**config.mk**
```make
export PLATFORM = sky130hd
export DESIGN_NAME = key_debounce
export DESIGN_NICKNAME = d
export VERILOG_FILES = /design/src/rtl/key_pkg.sv /design/src/rtl/debounce_bit.sv /design/src/rtl/key_debounce.sv
export SDC_FILE = /design/constraint.sdc
export NUM_CORES = 1
export LEC_CHECK = 0
export CORE_ASPECT_RATIO = 1.25
export CORE_UTILIZATION = 55
export DETAILED_ROUTE_END_ITERATION = 7
export PLACE_DENSITY = 0.77
export SYNTH_ARGS = -nofsm -noshare
export SYNTH_HDL_FRONTEND = slang
export SYNTH_SLANG_ARGS = --single-unit
```
**constraint.sdc**
```tcl
create_clock -name clk -period 3.1 [get_ports clk]
set_clock_uncertainty 0.05 [all_clocks]
set_input_delay 0.31 -clock clk [delete_from_list [all_inputs] [get_ports clk]]
set_output_delay 0.31 -clock clk [all_outputs]
set_load 0.1 [all_outputs]
```
**src/rtl/key_pkg.sv**
```systemverilog
// Shared constants and priority helpers for the key conditioning path.
package key_pkg;

  localparam int unsigned N_KEYS               = 12;
  localparam int unsigned DEFAULT_DEBOUNCE_CYC = 20000;
  localparam int unsigned KEY_CODE_W           = 4;

  // Isolates the lowest set bit (two's-complement trick); zero in gives zero out.
  function automatic logic [N_KEYS-1:0] lowest_onehot(input logic [N_KEYS-1:0] v);
    return v & (~v + N_KEYS'(1));
  endfunction

  function automatic logic [KEY_CODE_W-1:0] encode(input logic [N_KEYS-1:0] onehot);
    logic [KEY_CODE_W-1:0] code;
    code = '0;
    for (int unsigned i = 0; i < N_KEYS; i++) begin
      if (onehot[i]) code = KEY_CODE_W'(i + 1);
    end
    return code;
  endfunction

endpackage

```
**src/rtl/debounce_bit.sv**
```systemverilog
// Single key line: two-flop synchroniser followed by a mismatch counter that
// only accepts a new level after DEBOUNCE_CYC consecutive disagreeing cycles.
module debounce_bit #(
  parameter int unsigned DEBOUNCE_CYC = 4
) (
  input  logic clk,
  input  logic rst_x,
  input  logic raw,
  output logic stable
);

  localparam int unsigned  CntW   = (DEBOUNCE_CYC > 1) ? $clog2(DEBOUNCE_CYC) : 1;
  localparam logic [CntW-1:0] CntMax = CntW'(DEBOUNCE_CYC - 1);

  logic            q1_q, q2_q;
  logic            stable_q, stable_d;
  logic [CntW-1:0] cnt_q, cnt_d;

  // Counter clears on agreement and on the flip, so it can never wrap.
  always_comb begin
    stable_d = stable_q;
    cnt_d    = '0;
    if (q2_q != stable_q) begin
      if (cnt_q == CntMax) begin
        stable_d = q2_q;
      end else begin
        cnt_d = cnt_q + CntW'(1);
      end
    end
  end

  always_ff @(posedge clk) begin
    if (rst_x) begin
      q1_q     <= 1'b0;
      q2_q     <= 1'b0;
      stable_q <= 1'b0;
      cnt_q    <= '0;
    end else begin
      q1_q     <= raw;
      q2_q     <= q1_q;
      stable_q <= stable_d;
      cnt_q    <= cnt_d;
    end
  end

  assign stable = stable_q;

endmodule

```
**src/rtl/key_debounce.sv**
```systemverilog
// Debounces all key lines in parallel, keeps only the lowest-index held key,
// and registers the one-hot key, its code, a valid flag and press/release strobes.
module key_debounce
  import key_pkg::*;
#(
  parameter int unsigned DEBOUNCE_CYC = DEFAULT_DEBOUNCE_CYC
) (
  input  logic                  clk,
  input  logic                  rst_x,
  input  logic [N_KEYS-1:0]     raw_keys,
  output logic [N_KEYS-1:0]     key_out,
  output logic                  valid,
  output logic [KEY_CODE_W-1:0] key_code,
  output logic                  press_pulse,
  output logic                  release_pulse
);

  logic [N_KEYS-1:0]     stable;
  logic [N_KEYS-1:0]     sel;

  logic [N_KEYS-1:0]     key_out_q, key_out_d;
  logic                  valid_q, valid_d;
  logic [KEY_CODE_W-1:0] key_code_q, key_code_d;
  logic                  press_q, press_d;
  logic                  release_q, release_d;

  for (genvar k = 0; k < N_KEYS; k++) begin : g_bit
    debounce_bit #(
      .DEBOUNCE_CYC(DEBOUNCE_CYC)
    ) u_debounce_bit (
      .clk   (clk),
      .rst_x (rst_x),
      .raw   (raw_keys[k]),
      .stable(stable[k])
    );
  end

  assign sel = lowest_onehot(stable);

  // Switching between two held keys is a press of the new key, never a release.
  always_comb begin
    key_out_d  = sel;
    key_code_d = encode(sel);
    valid_d    = (sel != '0);
    press_d    = (sel != '0) && (sel != key_out_q);
    release_d  = (sel == '0) && (key_out_q != '0);
  end

  always_ff @(posedge clk) begin
    if (rst_x) begin
      key_out_q  <= '0;
      valid_q    <= 1'b0;
      key_code_q <= '0;
      press_q    <= 1'b0;
      release_q  <= 1'b0;
    end else begin
      key_out_q  <= key_out_d;
      valid_q    <= valid_d;
      key_code_q <= key_code_d;
      press_q    <= press_d;
      release_q  <= release_d;
    end
  end

  assign key_out       = key_out_q;
  assign valid         = valid_q;
  assign key_code      = key_code_q;
  assign press_pulse   = press_q;
  assign release_pulse = release_q;

endmodule
```
; Yosys cells after proc, flatten, opt, wreduce, memory -nomap -nowiden
; Index checks and enable logic that the tools add are counted.
[word_totals]
latch_bits = 0
mem_bits_ro = 0
ram_bits = 0
memories = 0
elab_cells = 148
register_bits = 235
[op_classes]
magnitude_cmp = 0
shift = 0
n_addsub = 13
multipliers = 0
reduce_logical = 30
eq_ne = 25
n_mux = 12
div = 0
n_bitwise = 14
[ops]
columns = op, count
row1 = $add 15x1->15 const B, 12
row2 = $eq 15x15->1 const B, 12
row3 = $mux 4, 11
row4 = $reduce_or 3->1, 12
row5 = $reduce_and 2->1, 12
row6 = $reduce_bool 12->1, 2
row7 = $add 12x1->12 const B, 1
row8 = $and 12x12->12, 1
row9 = $logic_not 12->1, 1
row10 = $ne 1x1->1, 12
row11 = $ne 12x12->1, 1
row12 = $not 1->1, 12
row13 = $not 12->12, 1
row14 = $logic_and 1x1->1, 2
row15 = $reduce_or 2->1, 1
row16 = $mux 1, 1

; Logic depth before layout (Yosys ltp)
[depth]
ltp_word = 15
mapped_depth = 7
ltp_nobuf = 6

; By module
; Synthesis repeated with hierarchy kept, for this count alone.
[unflattened]
hier_cells = 1073
hier_area_um2 = 10821.6
[by_module_without_submodules]
columns = module, seq_area_each_um2, area_per_inst_um2, instances, cells_per_inst
row1 = debounce_bit, 360.3, 817.0, 12, 80
row2 = key_debounce, 380.4, 1017.2, 1, 113

; Worst setup path after synthesis
; OpenSTA, ideal clock, no wires.
[synth_timing]
path_type = reg-to-reg
from = register key_out_q[8] (netlist: key_out[8])
to = register press_q (netlist: press_pulse)
stages_incl_launch_ff = 6
t_required_ns = 2.925
setup_ns = 0.125
slack_ns = 1.223
arrival_time_ns = 1.702
path_cell_list = dfxtp_1 xor2_1 o21ai_0 mux2i_1 nor4b_2 a31oi_1
[synth_via]
elab_chain_len = 2
[synth_rtl]
columns = item, line_no
row1 = "start, declared", key_debounce.sv:21  ; logic [N_KEYS-1:0] key_out_q, key_out_d;
row2 = "start signal, assigned", key_debounce.sv:57  ; key_out_q <= key_out_d;
row3 = $ne 12x12->1, key_debounce.sv:45  ; press_d = (sel != '0) && (sel != key_out_q);
row4 = $logic_and 1x1->1, key_debounce.sv:45
row5 = "end signal, assigned", key_debounce.sv:60  ; press_q <= press_d;
row6 = "end, declared", key_debounce.sv:24  ; logic press_q, press_d;
; Every way passes these cells.
; A chain may end at the register's enable or synchronous reset.

; Worst setup path after layout
[layout_timing]
from = register key_code_q[3] (netlist: key_code[3])
to = output port key_code[3]
[layout_lines]
columns = item, line_no
row1 = "start, declared", key_debounce.sv:23  ; logic [KEY_CODE_W-1:0] key_code_q, key_code_d;
row2 = "start signal, assigned", key_debounce.sv:59  ; key_code_q <= key_code_d;
row3 = "end, declared", key_debounce.sv:13  ; output logic [KEY_CODE_W-1:0] key_code,
; No word-level cell between the ends.

==> impl_metrics.ini <==
[finish]
antennaDiodeCount = 0
nFillCells = 1406
finalNetCount = 1120
mostFrequentLayoutCell = dfxtp_1
final_cell_mix = dfxtp_1, nor2_1, xor2_1, xnor2_1, nand2_1
areaGrowthSynthToFinish_pct = 12.8
final_design_area_no_fill_mm2 = 0.0108
drive_gt1_frac = 0.0550

[synth]
async_flop_share = 0
synth_edf_count = 0
ys_warn_count = 0
yosysSeqAreaShare = 0.491
syn_nets = 1088
synth.avg_cell_area_um2 = 9.02
synth-main-ff-cell = dfxtp_1
ys_seq_elements = 235
yosysUniqueCellTypes = 44
syn_area_mm2 = 0.00957
syn_inst = 1062

[hold_path]
hold_class = input port to register
min_to = g_bit[10].u_debounce_bit.stable
whs_path_depth = 2
worstHoldStart = rst_x

[setup_path]
start_kind = register
crit_type = register to output port
critPathTopFamily = buffers and inverters
cp_max_fo = 1
reg2reg_to = g_bit[4].u_debounce_bit.cnt_q[6]
reg2reg_setup_slack_ns = 1.02
end_kind = output port
critPathBufInv = 1
cp_slowest_stage_delay_ns = 1.13
reg2reg_depth = 6
reg2reg_from = g_bit[4].u_debounce_bit.cnt_q[0]
cp_slowest_cell = clkdlybuf4s50_1
cp.required_ns = 2.74
cp_cell_sequence = clkdlybuf4s50_1
arrival_ns = 1.96

[routing]
drt-initial-drc-count = 357
vias = 6905
drc = 0
avgViaCountPerCell = 5.20
dr.pass1.iters = 5
wl_mm = 16.5
wire_per_inst_um = 12.4
ant_nets = 0

[clock_network]
cts_resized = 0
clockBufferDepth = 3
clk_pin_slew_ns = 0.06
hold_buffers = 0
cts_sinks = 235
root_buffer = clkbuf_16
clock_latency_ns = 0.50
cts_buffers = 23
cts_max_level = 1
post_cts_buffers = 0
tritoncts = done

[floorplanning]
core_area_mm2 = 0.0169
die_h_um = 150
die_w_um = 120
start_util = 0.566
ioPinCount = 33
design.die.area_mm2 = 0.0179
rows = 53

[sta]
fin_tns_setup_ns = 0
final_hold_viol_count = 0
worstMarginPinSlew_ns = 0.984
layout_setup_ws_ns = 0.775
fmax_mhz = 430
drv_slew = 0
fin_crit_sh = 0.750
rsz0062_at_grt = false
min_period_ns = 2.32
setup_viol = 0
slew_headroom = 0.342

[global_routing]
grtUsageTotal = 0.187
grt_pass1_vias = 6476
grt_pass1_wl_mm = 28.4
antenna_found_initial = 0
overflow = 0
grt_max_degree = 30

[place]
placed_cell_area_mm2 = 0.0100
port_buffers = 32
dp_hpwl_mm = 11.3
dp_slack_ns = 1.03
gp_congestion = 0.788

[power]
ir_drop_mv = 0.438
p_per_area_mw_per_mm2 = 551
p_leak_uw = 0.00377
finalPower_uw = 5950

[flow_run]
max-cap-violations = 0

[status]
status = finished, final reports clean
-- layout make-up --
cell class	instances	area (um2)	share of cell area
clock inverters	10	125	0.0116
repair buffers	35	308	0.0285
multi-input cells	780	4660	0.432
clock buffers	30	652	0.0604
inverters	19	71.3	0.00660
flip-flops and latches	235	4700	0.436
well taps	220	275	0.0255
-- cells in the mapped netlist, types with 10 or more instances --
| library cell | number | share of area |
|---|---|---|
| clkbuf_1 | 18 | 0.0071 |
| nand2_1 | 71 | 0.028 |
| and4_1 | 10 | 0.0091 |
| nor2b_1 | 27 | 0.018 |
| nor3_1 | 39 | 0.020 |
| nand3_1 | 57 | 0.030 |
| xnor2_1 | 77 | 0.070 |
| nor2_1 | 230 | 0.090 |
| xor2_1 | 90 | 0.082 |
| dfxtp_1 | 235 | 0.49 |
| inv_1 | 19 | 0.0074 |
| ha_1 | 12 | 0.016 |
| mux2i_1 | 13 | 0.014 |
| and3_1 | 36 | 0.024 |
| nand4_1 | 42 | 0.027 |
| nor4b_1 | 14 | 0.013 |
-- per-layer routing --
layer | GRT usage | routed length (um) | vias to the layer above
li1 | - | - | 3614
met4 | 0.0650 | 366 | 0
met3 | 0.0244 | 529 | 29
met2 | 0.330 | 7840 | 72
met5 | 0 | 0 | -
met1 | 0.233 | 7730 | 3190
-- worst max-delay path by stage --
| stage | start | to | slack, ns | depth (start not counted) |
|---|---|---|---|---|
| final | key_code[3] | key_code[3] | 0.78 | 1 |
| after global routing | key_code[2] | key_code[2] | 0.73 | 1 |
| after CTS | key_code[3] | key_code[3] | 0.76 | 1 |
| after detailed placement | g_bit[4].u_debounce_bit.cnt_q[0] | g_bit[4].u_debounce_bit.cnt_q[13] | 1.03 | 6 |
| after global placement | g_bit[4].u_debounce_bit.cnt_q[0] | g_bit[4].u_debounce_bit.cnt_q[3] | 1.12 | 6 |
| after floorplan | key_out[8] | press_pulse | 1.22 | 5 |
-- cell families (layout without fill, tap and decap cells) --
family	after synthesis	after routing	share of synthesized area
simple gates	563	563	0.289
fa+ha+maj	12	12	0.0157
compound gates	25	25	0.0162
buf+inv	47	94	0.0217
flops	235	235	0.491
xor+xnor	167	167	0.153
mux	13	13	0.0136
-- per-stage QoR --
step           hold WS, ns  instances  utilization
5_1_grt              0.273       1329        0.639
3_3_place_gp         0.364       1289        0.593
4_1_cts              0.235       1329        0.639
6_report             0.243       1329        0.639
2_1_floorplan        0.363       1062            -
3_5_place_dp         0.373       1289        0.593
-- report_power, final --
| group | switching [uW] | total, uW | internal (uW) |
|---|---|---|---|
| registers | 9.60 | 3050 | 3040 |
| logic | 41.7 | 73.6 | 31.9 |
| clock network | 1110 | 2830 | 1720 |
| total | 1160 | 5950 | 4790 |
-- registers in the layout, indices dropped and copies added (netlist names) --
name                         count
g_bit.u_debounce_bit.cnt_q     180
g_bit.u_debounce_bit.q1_q       12
g_bit.u_debounce_bit.q2_q       12
g_bit.u_debounce_bit.stable     12
key_code                         4
key_out                         12
press_pulse                      1
release_pulse                    1
valid                            1
Note: power is estimated with default switching activity, not from simulation.
==> edit, RTL diff (same settings) <==
Change the package constant `KEY_CODE_W` from 4 to 5.
--- a/src/rtl/key_pkg.sv
+++ b/src/rtl/key_pkg.sv
@@ -5,3 +5,3 @@
   localparam int unsigned DEFAULT_DEBOUNCE_CYC = 20000;
-  localparam int unsigned KEY_CODE_W           = 4;
+  localparam int unsigned KEY_CODE_W           = 5;
 
Interface: changed (resized key_code); port bits go from 33 to 34. The function was not compared with the original's and may differ.
==> edit against the unedited design <==
- total power hardly changed
- non-clock buffer count is 2 lower
- sequential cell count stayed put
- worst setup slack worse by 0.026 ns
- count of clock-buffer cells in the layout is 3 lower
- design area is 0.88% higher
- routed wire length is 5.0% higher
- clock power hardly changed
- area after synthesis is 1.7% higher
- critical endpoint is now press_pulse
==> edit: results (changes against the unedited design) <==
Total GRT Usage 19.4% (was 18.7%); top cells by count, synth nor2_1 (243), dfxtp_1 (235), xor2_1 (91) (was dfxtp_1 (235), nor2_1 (230), xor2_1 (90)); DR WL/cell 12.8 um (was 12.4 um); Net Sw Frac 20.4% (was 19.5%); Largest register FFs 180 (unchanged); syn nets 1111 (was 1088); Port Buffers 32 (unchanged); WHS Endpoint g_bit[4].u_debounce_bit.stable (was g_bit[10].u_debounce_bit.stable); Reg-to-Reg Start g_bit[8].u_debounce_bit.cnt_q[12] (was g_bit[4].u_debounce_bit.cnt_q[0]); sequential area share after synthesis 48.3% (was 49.1%); VDD IR max 0.445 mV (was 0.438 mV); leakage 3.72 nW (was 3.77 nW); r2r setup slk 1.08 ns (was 1.02 ns); placed instance area 10100 um2 (was 10000 um2); FILL cells 1442 (was 1406); synth unique cells 56 (was 44); vias in the first global route 6760 (was 6476); vias per inst 5.25 (was 5.20); largest cells by area after synthesis dfxtp_1 (48%), nor2_1 (9.4%), xor2_1 (8.2%) (was dfxtp_1 (49%), nor2_1 (9.0%), xor2_1 (8.2%)); DR iter-0 viols 392 (was 357); Worst R2R Path Depth 4 (was 6); largest net degree at the start of global routing 39 (was 30); 1st-pass router iterations 4 (was 5); Post-CTS Resized 0 (unchanged); Rel. slew slack 33.2% (was 34.2%); worst hold start rst_x (unchanged); post-DP HPWL 11800 um (was 11300 um); R2R Path End g_bit[8].u_debounce_bit.cnt_q[11] (was g_bit[4].u_debounce_bit.cnt_q[6]); status complete, no violations (unchanged); critical path arrival 1.99 ns (was 1.96 ns); first-pass GRT wire length 29600 um (was 28400 um); layout cell share with drive strength beyond 1 5.94% (was 5.50%); Final Wtd Congestion 0.805 (was 0.788)
## edit: changes by cell type in the layout (fill, tap and decap cells not counted), sizes merged, moves of 4 or more
cell / delta
nor4: +9
and3: -5
and4: -6
nor3: -7
o21ai: -4
inv: +4
nand3: +13
nand4: -12
nor2: +14
## edit: logic make-up (layout without fill, tap and decap cells)
family,after synthesis,in the layout,share of synthesized area [%]
simple gates,576,576,28.8
flops,235,235,48.3
mux,13,13,1.34
buf+inv,55,97,2.88
xor+xnor,169,169,15.2
fa+ha+maj,12,12,1.54
compound gates,24,24,1.85
other cells,1,1,0.0385
## edit: area by class of cell
cell class | instances | area, um2 | share of cell area [%]
repair buffers | 33 | 303 | 2.78
flip-flops and latches | 235 | 4700 | 43.2
well taps | 224 | 280 | 2.57
clock buffers | 27 | 611 | 5.61
multi-input cells | 795 | 4750 | 43.6
inverters | 22 | 82.6 | 0.758
clock inverters | 15 | 160 | 1.47
## edit: per-layer routing
| metal | vias to the layer above | track usage [%] | part of all wire, % |
|---|---|---|---|
| li1 | 3661 | - | - |
| met1 | 3295 | 23.0 | 45 |
| met2 | 90 | 34.8 | 48 |
| met3 | 42 | 3.14 | 3.7 |
| met4 | 0 | 7.96 | 3.0 |
| met5 | - | 0 | 0 |
## edit: power groups by stage
| stage | Sequential, mW | Clock, mW | Combinational (mW) |
|---|---|---|---|
| floorplan | 3.11 | 0 | 0.0562 |
| global placement | 3.12 | 0 | 0.0797 |
| detailed placement | 3.12 | 0 | 0.0809 |
| CTS | 3.05 | 2.89 | 0.0815 |
| global route | 3.05 | 3.02 | 0.0896 |
| finish | 3.05 | 2.82 | 0.0803 |
## edit: metrics by stage
stage / cells / power, mW / util (%) / setup WS [ns] / hold WS, ns
2_1_floorplan: 1085 / 3.17 / - / 0.708 / 0.363
6_report: 1351 / 5.95 / 62.7 / 0.749 / 0.146
5_1_grt: 1351 / 6.16 / 62.7 / 0.689 / 0.161
4_1_cts: 1351 / 6.02 / 62.7 / 0.709 / 0.143
3_3_place_gp: 1309 / 3.20 / 58.3 / 1.13 / 0.369
3_5_place_dp: 1309 / 3.20 / 58.3 / 1.07 / 0.377
## edit: worst max path at each step
stage	startpoint	to	slack, ns	cells past startpoint
5_1_grt	press_pulse	press_pulse	0.69	1
3_5_place_dp	g_bit[7].u_debounce_bit.cnt_q[12]	g_bit[7].u_debounce_bit.cnt_q[11]	1.07	4
3_3_place_gp	g_bit[8].u_debounce_bit.cnt_q[12]	g_bit[8].u_debounce_bit.cnt_q[14]	1.13	4
4_1_cts	press_pulse	press_pulse	0.71	1
6_report	press_pulse	press_pulse	0.75	1
2_1_floorplan	key_out[10]	press_pulse	0.71	4
